==> config.mk <==
export PLATFORM = sky130hd
export DESIGN_NAME = sbh_cg_scanner_flat
export DESIGN_NICKNAME = d
export VERILOG_FILES = /design/src/rtl/sbh_pkg.sv /design/src/rtl/sbh_cg_scanner_if.sv /design/src/rtl/sbh_cg_scanner.sv /design/src/flat_wrapper.sv
export SDC_FILE = /design/constraint.sdc
export NUM_CORES = 1
export LEC_CHECK = 0
export ABC_AREA = 1
export CAP_MARGIN = 25
export CORE_MARGIN = 4
export CORE_UTILIZATION = 49
export CTS_CLUSTER_SIZE = 30
export DETAILED_ROUTE_END_ITERATION = 10
export PLACE_DENSITY = 0.88
export SLEW_MARGIN = 10
export SYNTH_ARGS = -nofsm -noshare
export SYNTH_HDL_FRONTEND = slang
export SYNTH_SLANG_ARGS = --single-unit
==> constraint.sdc <==
create_clock -name clk -period 1.4 [get_ports clk]
set_input_delay 0.21 -clock clk [delete_from_list [all_inputs] [get_ports clk]]
set_output_delay 0.21 -clock clk [all_outputs]
set_load 0.005 [all_outputs]
==> src/rtl/sbh_pkg.sv <==
// Shared sign-bit-hiding types: coefficient-group geometry, scanner states and the per-CG summary
// record handed from the scanner to the hide decision.
package sbh_pkg;

    localparam int CG_SIZE = 16;
    localparam int COEFF_W = 16;

    typedef logic [3:0] cg_idx_t;

    typedef enum logic {
        IDLE  = 1'b0,
        ACCUM = 1'b1
    } sbh_scan_state_e;

    typedef struct packed {
        cg_idx_t first_nz;
        cg_idx_t last_nz;
        logic    parity;
        logic    last_nz_sign;
        logic    all_zero;
    } sbh_cg_summary_t;

    localparam sbh_cg_summary_t SUMMARY_RESET = '{
        first_nz:     4'd0,
        last_nz:      4'd0,
        parity:       1'b0,
        last_nz_sign: 1'b0,
        all_zero:     1'b0
    };

endpackage

==> src/rtl/sbh_cg_scanner_if.sv <==
// Coefficient stream into the CG scanner and the per-CG summary coming back out of it.
// The producer side is the master; the scanner is the slave.
interface sbh_cg_scanner_if
    import sbh_pkg::*;
#(
    parameter int COEFF_W = 16
);

    logic                      coeff_valid;
    logic                      cg_start;
    logic signed [COEFF_W-1:0] coeff_in;

    logic                      valid_out;
    cg_idx_t                   firstNZ_out;
    cg_idx_t                   lastNZ_out;
    logic                      parity_out;
    logic                      lastNZ_sign_out;
    logic                      all_zero_out;
    logic                      seq_err_out;

    modport master (
        output coeff_valid,
        output cg_start,
        output coeff_in,
        input  valid_out,
        input  firstNZ_out,
        input  lastNZ_out,
        input  parity_out,
        input  lastNZ_sign_out,
        input  all_zero_out,
        input  seq_err_out
    );

    modport slave (
        input  coeff_valid,
        input  cg_start,
        input  coeff_in,
        output valid_out,
        output firstNZ_out,
        output lastNZ_out,
        output parity_out,
        output lastNZ_sign_out,
        output all_zero_out,
        output seq_err_out
    );

endinterface

==> src/rtl/sbh_cg_scanner.sv <==
// Serial front end of the sign-bit-hiding unit: folds the 16 scan-ordered coefficients of one
// coefficient group into first/last nonzero index, level-sum parity and last-nonzero sign.
module sbh_cg_scanner
    import sbh_pkg::*;
#(
    parameter int COEFF_W = sbh_pkg::COEFF_W,
    parameter int CG_SIZE = sbh_pkg::CG_SIZE
) (
    input  logic             clk,
    input  logic             rst_n,
    sbh_cg_scanner_if.slave  scan_if
);

    localparam cg_idx_t LAST_IDX = cg_idx_t'(CG_SIZE - 1);

    sbh_scan_state_e state_q, state_d;
    cg_idx_t         idx_q, idx_d;

    logic            seen_q, seen_d;
    cg_idx_t         first_q, first_d;
    cg_idx_t         last_q, last_d;
    logic            parity_q, parity_d;
    logic            sign_q, sign_d;

    sbh_cg_summary_t summary_q, summary_d;
    logic            valid_q, valid_d;
    logic            seq_err_q, seq_err_d;

    logic            restart;
    logic            nz;
    cg_idx_t         beat_idx;
    logic            base_seen;
    cg_idx_t         base_first;
    cg_idx_t         base_last;
    logic            base_parity;
    logic            base_sign;
    logic            upd_seen;
    cg_idx_t         upd_first;
    cg_idx_t         upd_last;
    logic            upd_parity;
    logic            upd_sign;

    // An index-0 beat folds into cleared accumulators, so a new CG never needs a separate clear cycle.
    always_comb begin
        restart     = scan_if.coeff_valid & scan_if.cg_start;
        nz          = (scan_if.coeff_in != '0);
        beat_idx    = restart ? cg_idx_t'(0) : idx_q;
        base_seen   = restart ? 1'b0 : seen_q;
        base_first  = restart ? cg_idx_t'(0) : first_q;
        base_last   = restart ? cg_idx_t'(0) : last_q;
        base_parity = restart ? 1'b0 : parity_q;
        base_sign   = restart ? 1'b0 : sign_q;

        upd_seen    = base_seen | nz;
        upd_first   = (nz && !base_seen) ? beat_idx : base_first;
        upd_last    = nz ? beat_idx : base_last;
        upd_sign    = nz ? scan_if.coeff_in[COEFF_W-1] : base_sign;
        upd_parity  = base_parity ^ scan_if.coeff_in[0];
    end

    always_comb begin
        state_d   = state_q;
        idx_d     = idx_q;
        seen_d    = seen_q;
        first_d   = first_q;
        last_d    = last_q;
        parity_d  = parity_q;
        sign_d    = sign_q;
        summary_d = summary_q;
        valid_d   = 1'b0;
        seq_err_d = 1'b0;

        case (state_q)
            IDLE: begin
                if (scan_if.coeff_valid) begin
                    if (scan_if.cg_start) begin
                        seen_d   = upd_seen;
                        first_d  = upd_first;
                        last_d   = upd_last;
                        parity_d = upd_parity;
                        sign_d   = upd_sign;
                        idx_d    = cg_idx_t'(1);
                        state_d  = ACCUM;
                    end else begin
                        seq_err_d = 1'b1;
                    end
                end
            end

            ACCUM: begin
                if (scan_if.coeff_valid) begin
                    seen_d   = upd_seen;
                    first_d  = upd_first;
                    last_d   = upd_last;
                    parity_d = upd_parity;
                    sign_d   = upd_sign;
                    if (scan_if.cg_start) begin
                        // Early cg_start abandons the partial CG and restarts on this beat.
                        seq_err_d = 1'b1;
                        idx_d     = cg_idx_t'(1);
                    end else if (idx_q == LAST_IDX) begin
                        valid_d   = 1'b1;
                        summary_d = '{
                            first_nz:     upd_first,
                            last_nz:      upd_last,
                            parity:       upd_parity,
                            last_nz_sign: upd_sign,
                            all_zero:     !upd_seen
                        };
                        idx_d     = cg_idx_t'(0);
                        state_d   = IDLE;
                    end else begin
                        idx_d = idx_q + cg_idx_t'(1);
                    end
                end
            end

            default: begin
                state_d = IDLE;
                idx_d   = cg_idx_t'(0);
            end
        endcase
    end

    always_ff @(posedge clk or negedge rst_n) begin
        if (!rst_n) begin
            state_q   <= IDLE;
            idx_q     <= '0;
            seen_q    <= 1'b0;
            first_q   <= '0;
            last_q    <= '0;
            parity_q  <= 1'b0;
            sign_q    <= 1'b0;
            summary_q <= SUMMARY_RESET;
            valid_q   <= 1'b0;
            seq_err_q <= 1'b0;
        end else begin
            state_q   <= state_d;
            idx_q     <= idx_d;
            seen_q    <= seen_d;
            first_q   <= first_d;
            last_q    <= last_d;
            parity_q  <= parity_d;
            sign_q    <= sign_d;
            summary_q <= summary_d;
            valid_q   <= valid_d;
            seq_err_q <= seq_err_d;
        end
    end

    assign scan_if.valid_out       = valid_q;
    assign scan_if.firstNZ_out     = summary_q.first_nz;
    assign scan_if.lastNZ_out      = summary_q.last_nz;
    assign scan_if.parity_out      = summary_q.parity;
    assign scan_if.lastNZ_sign_out = summary_q.last_nz_sign;
    assign scan_if.all_zero_out    = summary_q.all_zero;
    assign scan_if.seq_err_out     = seq_err_q;

endmodule

==> src/flat_wrapper.sv <==
// flat-port wrapper written by rule: the top's interface ports become plain ports
module sbh_cg_scanner_flat import sbh_pkg::*;
#(
    parameter int COEFF_W = sbh_pkg::COEFF_W,
    parameter int CG_SIZE = sbh_pkg::CG_SIZE
)
  (clk, rst_n, scan_if_coeff_valid, scan_if_cg_start, scan_if_coeff_in, scan_if_valid_out, scan_if_firstNZ_out, scan_if_lastNZ_out, scan_if_parity_out, scan_if_lastNZ_sign_out, scan_if_all_zero_out, scan_if_seq_err_out);
  sbh_cg_scanner_if #(.COEFF_W(COEFF_W)) scan_if_i ();
  input  logic clk;
  input  logic rst_n;
  input wire logic [$bits(scan_if_i.coeff_valid)-1:0] scan_if_coeff_valid;
  input wire logic [$bits(scan_if_i.cg_start)-1:0] scan_if_cg_start;
  input wire logic [$bits(scan_if_i.coeff_in)-1:0] scan_if_coeff_in;
  output wire logic [$bits(scan_if_i.valid_out)-1:0] scan_if_valid_out;
  output wire logic [$bits(scan_if_i.firstNZ_out)-1:0] scan_if_firstNZ_out;
  output wire logic [$bits(scan_if_i.lastNZ_out)-1:0] scan_if_lastNZ_out;
  output wire logic [$bits(scan_if_i.parity_out)-1:0] scan_if_parity_out;
  output wire logic [$bits(scan_if_i.lastNZ_sign_out)-1:0] scan_if_lastNZ_sign_out;
  output wire logic [$bits(scan_if_i.all_zero_out)-1:0] scan_if_all_zero_out;
  output wire logic [$bits(scan_if_i.seq_err_out)-1:0] scan_if_seq_err_out;
  assign scan_if_i.coeff_valid = scan_if_coeff_valid;
  assign scan_if_i.cg_start = scan_if_cg_start;
  assign scan_if_i.coeff_in = scan_if_coeff_in;
  assign scan_if_valid_out = scan_if_i.valid_out;
  assign scan_if_firstNZ_out = scan_if_i.firstNZ_out;
  assign scan_if_lastNZ_out = scan_if_i.lastNZ_out;
  assign scan_if_parity_out = scan_if_i.parity_out;
  assign scan_if_lastNZ_sign_out = scan_if_i.lastNZ_sign_out;
  assign scan_if_all_zero_out = scan_if_i.all_zero_out;
  assign scan_if_seq_err_out = scan_if_i.seq_err_out;
  sbh_cg_scanner #(.COEFF_W(COEFF_W), .CG_SIZE(CG_SIZE)) u_core (.clk(clk), .rst_n(rst_n), .scan_if(scan_if_i));
endmodule
==> out/metrics.yaml, run 1 <==
outcome: "finished clean"
cp-end-kind: "flop"
ios: 33
leakagePower_nw: 1.13
dr.pass1.iters: 4
synth_seq_cells: 29
start_util: 0.510
synth.net_count: 201
cts_max_level: 2
placementRows: 19
diodes: 0
core_um2: 2760
slew_headroom: 0.757
dp.cells: 256
start_kind: "flop"
final_cell_mix: "81 x nand2_1, 29 x dfrtp_1, 23 x nand3_1, 23 x buf_4, 19 x clkdlybuf4s50_1"
antenna_left: 0
clock-sinks: 29
ys_types: 21
root_buffer: "clkbuf_4"
grt_pass1_vias: 1267
syn2layout_area_growth_pct: 42.2
vias: 1411
wirelength_um: 3360
cts_tree: "yes"
hold_violations: 0
timing.fmax_mhz: 743
rsz0062_at_grt: "true"
min_period_over_period: 0.961
synth.area.top_cells: "dfrtp_1 52%, nand2_1 22%, nand3_1 8.2%"
hold_buffers: 0
place_hpwl_um: 2370
dieArea_um2: 3790
drt_iter0_drc: 66
critPathKind: "reg -> reg"
powerDensity_nw_per_um2: 1090
arrival_ns: 1.59
cts.clk_slew.worst_paths_ns: 0.10
cp_max_fo: 6
setup_tns_ns: 0
ys_warn_count: 0
grt_util_all_layers: 0.202
synth_cells: 180
maxSlewViolCount: 0
min_path_type: "in -> async"
nNetsFinal: 258
crit_required_ns: 1.65
seq_area_frac_synth: 0.516
max_cap_violations: 0
hold_slack_ns: 0.240
post-synth-top-area-cell: "dfrtp_1"
via_per_inst: 5.25
drive_above_1_share: 0.176
place.gp.congestion: 0.846
antenna_found_initial: 0
final_common_cell: "nand2_1"
cts_buffer_depth: 2
post-route-min-period_ns: 1.35
grt_first_pass_wirelength_um: 5450
overflow: 0
avgSynthCellArea_um2: 7.82
peakVddDrop_uv: 1220
setup_violations: 0
numCtsBuffers: 5
final_cells: 269
syn_area_um2: 1410
clk_latency_ns: 0.34
fillers: 222
fin_skew_ns: 0.00635
die_w_um: 61.6
grt_max_degree: 30
wl_per_cell_um: 12.5
synth_top_area_frac: 0.516
die_h_um: 61.6
io_buffers: 32
drc_errors: 0
worstMarginPinSlew_ns: 0.365
## cell families (layout without fill, tap and decap cells)
kind of cell | Yosys count | after routing | share of synthesized area
xor gates and xnor gates | 1 | 1 | 0.00622
AOI/OAI and AO/OA | 11 | 11 | 0.0471
buffers and inverters | 15 | 73 | 0.0560
adders and majority gates | 1 | 1 | 0.00889
and+or+nand+nor | 123 | 123 | 0.366
DFF | 29 | 29 | 0.516
## final cells by class
type                            instances  area [um2]  share of cell area
Tap cell                               31        38.8              0.0194
Clock buffer                            5        37.5              0.0188
Multi-Input combinational cell        136         606               0.303
Clock inverter                          3        65.1              0.0325
Inverter                                9        33.8              0.0169
Timing Repair Buffer                   56         495               0.247
Sequential cell                        29         726               0.363
## worst max-delay path, stage by stage (launching register included)
cell	delay, ns
dfrtp_1	0.40
ha_1	0.21
nand2_1	0.11
nor2_1	0.05
inv_1	0.11
nor2_4	0.06
buf_4	0.16
nand3_1	0.09
nand2_1	0.05
## final timing paths
| check | from | end | slack (ns) | cells past startpoint |
|---|---|---|---|---|
| max | u_core.idx_q[0]$_DFFE_PN0P_ | u_core.scan_if.firstNZ_out[0]$_DFFE_PN0P_ | 0.05 | 8 |
| min | rst_n | u_core.scan_if.firstNZ_out[1]$_DFFE_PN0P_ | 0.24 | 2 |
| min reg2reg | u_core.scan_if.firstNZ_out[3]$_DFFE_PN0P_ | u_core.scan_if.firstNZ_out[3]$_DFFE_PN0P_ | 0.48 | 2 |
| max in group asynchronous | rst_n | u_core.first_q[2]$_DFFE_PN0P_ | 0.89 | 2 |
| min in group clk | u_core.scan_if.firstNZ_out[3]$_DFFE_PN0P_ | u_core.scan_if.firstNZ_out[3]$_DFFE_PN0P_ | 0.48 | 2 |
| max reg2reg | u_core.idx_q[0]$_DFFE_PN0P_ | u_core.scan_if.firstNZ_out[0]$_DFFE_PN0P_ | 0.05 | 8 |
## power by group
part	internal, mW	switching (mW)	leakage (nW)
logic	0.175	0.177	0.692
registers	0.907	0.0452	0.378
clock network	0.552	0.319	0.0552
## cells in the mapped netlist
| library cell | n |
|---|---|
| o21ai_0 | 4 |
| nand2_1 | 82 |
| o21ai_1 | 1 |
| buf_4 | 1 |
| buf_2 | 3 |
| dfrtp_1 | 29 |
| nand3_1 | 23 |
| xnor2_1 | 1 |
| nor2_1 | 12 |
| o21bai_1 | 1 |
| ha_1 | 1 |
| o211ai_1 | 1 |
| o22ai_1 | 1 |
| nand2_2 | 3 |
| a21oi_1 | 2 |
| inv_2 | 2 |
| a32o_1 | 1 |
| or2_2 | 1 |
| buf_6 | 2 |
| nor2_4 | 2 |
| inv_1 | 7 |
## repair_timing
| item | CTS | global route |
|---|---|---|
| setup endpoints to repair | 11 | 11 |
| hold endpoints to repair | 0 | 0 |
| setup buffers | 4 | 1 |
| resized for setup | 11 | 5 |
## state kept, by name, indices dropped and copies added, names as in the netlist, 4 cells and up
name / cells
u_core.first_q: 4
u_core.scan_if.lastNZ_out: 4
u_core.last_q: 4
u_core.scan_if.firstNZ_out: 4
u_core.idx_q: 4
## through the flow
stage | worst slack [ns] | area (um2) | utilization | power, mW
floorplan | 0.145 | 1410 | - | 1.14
global placement | -0.172 | 1860 | 0.676 | 1.30
detailed placement | -0.203 | 1860 | 0.676 | 1.31
CTS | 0.00608 | 1980 | 0.719 | 2.17
global route | -0.0491 | 2000 | 0.726 | 2.28
finish | 0.0547 | 2000 | 0.726 | 2.18
## per-layer routing
metal	GRT usage	part of all wire
met5	0	0
met3	0.0524	0.067
met1	0.237	0.41
met2	0.336	0.50
met4	0.106	0.027
Power figures use the tool's default switching activity.
==> run 2, diff against run 1 <==
--- a/config.mk
+++ b/config.mk
@@ -7,11 +7,12 @@
 export LEC_CHECK = 0
 export ABC_AREA = 1
 export CAP_MARGIN = 25
-export CORE_MARGIN = 4
 export CORE_UTILIZATION = 49
 export CTS_CLUSTER_SIZE = 30
 export DETAILED_ROUTE_END_ITERATION = 10
+export GPL_ROUTABILITY_DRIVEN = 1
 export PLACE_DENSITY = 0.88
+export SETUP_SLACK_MARGIN = 0.15
 export SLEW_MARGIN = 10
 export SYNTH_ARGS = -nofsm -noshare
 export SYNTH_HDL_FRONTEND = slang
==> out/metrics.yaml, run 2 (same netlist as run 1, synthesis figures left out) <==
die_h_um: 55.6
core_um2: 2730
cp_slowest_cell: "dfrtp_1"
drive_above_1_share: 0.260
setup_violations: 2
critPathKind: "reg -> reg"
worstMarginPinSlew_ns: 0.365
fin_skew_ns: 0.0100
clock-sinks: 29
final_cell_mix: "77 x nand2_1, 29 x dfrtp_1, 25 x buf_4"
diodes: 0
nNetsFinal: 262
grt_pass1_vias: 1352
drc_errors: 0
final_util: 0.773
rrSetupSlack_ns: -0.02
crit_chain: "ha_2 -> nand2_2 -> nor2_2 -> inv_2 -> nor2_4 -> clkbuf_16 -> nand3_2 -> nand2_1"
numCtsBuffers: 5
overflow: 0
peakVddDrop_uv: 1050
cts.clk_slew.worst_paths_ns: 0.10
clk_latency_ns: 0.34
crit_family: "simple AND/OR/NAND/NOR gates"
die_w_um: 55.6
cp_max_fo: 6
timing.final.ws_setup_ns: -0.0167
cts_tree: "yes"
reg2reg_to: "u_core.scan_if.all_zero_out$_DFFE_PN0P_"
start_util: 0.515
rsz0062_at_grt: "true"
wl_per_cell_um: 12.7
timing.fmax_mhz: 706
io_buffers: 32
path_buf_inv: 2
cts_max_level: 2
hold_buffers: 0
rr_worst_depth: 8
dr.pass1.iters: 5
place.gp.congestion: 0.861
hold_violations: 0
outcome: "finished, violations left"
min_path_type: "in -> async"
root_buffer: "clkbuf_4"
maxSlewViolCount: 0
setup.worst_path.start: "u_core.idx_q[0]$_DFFE_PN0P_"
drt_iter0_drc: 53
wirelength_um: 3480
syn2layout_area_growth_pct: 50.0
dieArea_um2: 3090
powerDensity_nw_per_um2: 977
ios: 33
vias: 1411
grt_max_degree: 30
total_power_mw: 2.06
hold_slack_ns: 0.248
grt_util_all_layers: 0.232
r2r-start: "u_core.idx_q[0]$_DFFE_PN0P_"
max_cap_violations: 0
crit_required_ns: 1.68
violations: "setup timing"
cp-end-kind: "flop"
cts_buffer_depth: 2
worstSetupEndpoint: "u_core.scan_if.all_zero_out$_DFFE_PN0P_"
cp.depth: 8
start_kind: "flop"
arrival_ns: 1.69
antenna_found_initial: 0
via_per_inst: 5.17
leakagePower_nw: 1.14
grt_first_pass_wirelength_um: 5620
min_period_over_period: 1.01
fillers: 200
place_hpwl_um: 2230
final_common_cell: "nand2_1"
placementRows: 19
post-route-min-period_ns: 1.42
slowest_delay_ns: 0.38
slew_headroom: 0.757
antenna_left: 0
[run 2: cell types whose count changed in the layout (fill, tap and decap cells not counted), sizes merged]
| cell | change |
|---|---|
| buf | +3 |
| bufinv | -1 |
| clkbuf | +3 |
| clkinv | -1 |
| dlygate4sd2 | +2 |
| dlymetal6s2s | -2 |
[run 2: stage by stage]
| stage | setup TNS, ns | cells | area, um2 | setup slack [ns] |
|---|---|---|---|---|
| 3_3_place_gp | -3.01 | 255 | 1870 | -0.176 |
| 5_1_grt | -0.361 | 273 | 2110 | -0.0489 |
| 3_5_place_dp | -4.11 | 255 | 1870 | -0.212 |
| 2_1_floorplan | 0 | 180 | 1410 | 0.145 |
| 6_report | -0.0209 | 273 | 2110 | -0.0167 |
| 4_1_cts | 0 | 268 | 1980 | 0.102 |
[run 2: power by group]
part	leakage, nW	switching [mW]	internal, mW
Sequential	0.378	0.0457	0.907
Combinational	0.721	0.196	0.190
Clock	0.0455	0.298	0.426
[run 2: repair_timing]
item,4_1_cts,5_1_grt
resized for setup,15,25
endpoints found under the hold margin,0,0
pin swaps,0,5
endpoints found under the setup margin,27,25
buffers inserted,5,4
gates cloned,0,1
[run 2: layout make-up]
class | count | area [um2] | share of cell area
clock inverter | 1 | 30.0 | 0.0142
sequential | 29 | 726 | 0.344
tap | 31 | 38.8 | 0.0184
inverter | 9 | 36.3 | 0.0172
multi-input combinational | 136 | 678 | 0.321
timing repair buffer | 60 | 548 | 0.259
clock buffer | 7 | 55.1 | 0.0261
[run 2: worst min path at each step]
stage                                                    startpoint                                   endpoint  cells past startpoint
after floorplan                                               rst_n              u_core.first_q[0]$_DFFE_PN0P_                      0
after global placement    u_core.scan_if.firstNZ_out[2]$_DFFE_PN0P_  u_core.scan_if.firstNZ_out[2]$_DFFE_PN0P_                      2
after detailed placement  u_core.scan_if.firstNZ_out[1]$_DFFE_PN0P_  u_core.scan_if.firstNZ_out[1]$_DFFE_PN0P_                      2
after CTS                                                     rst_n                  u_core.seen_q$_DFFE_PN0P_                      2
after global routing                                          rst_n    u_core.scan_if.all_zero_out$_DFFE_PN0P_                      2
final                                                         rst_n                u_core.parity_q$_DFFE_PN0P_                      2
[run 2: per-layer routing]
| layer | track usage | wire [um] | vias up |
|---|---|---|---|
| li1 | - | - | 699 |
| met1 | 0.279 | 1460 | 659 |
| met2 | 0.406 | 1800 | 50 |
| met3 | 0.0721 | 179 | 3 |
| met4 | 0.0536 | 35 | 0 |
| met5 | 0 | 0 | - |
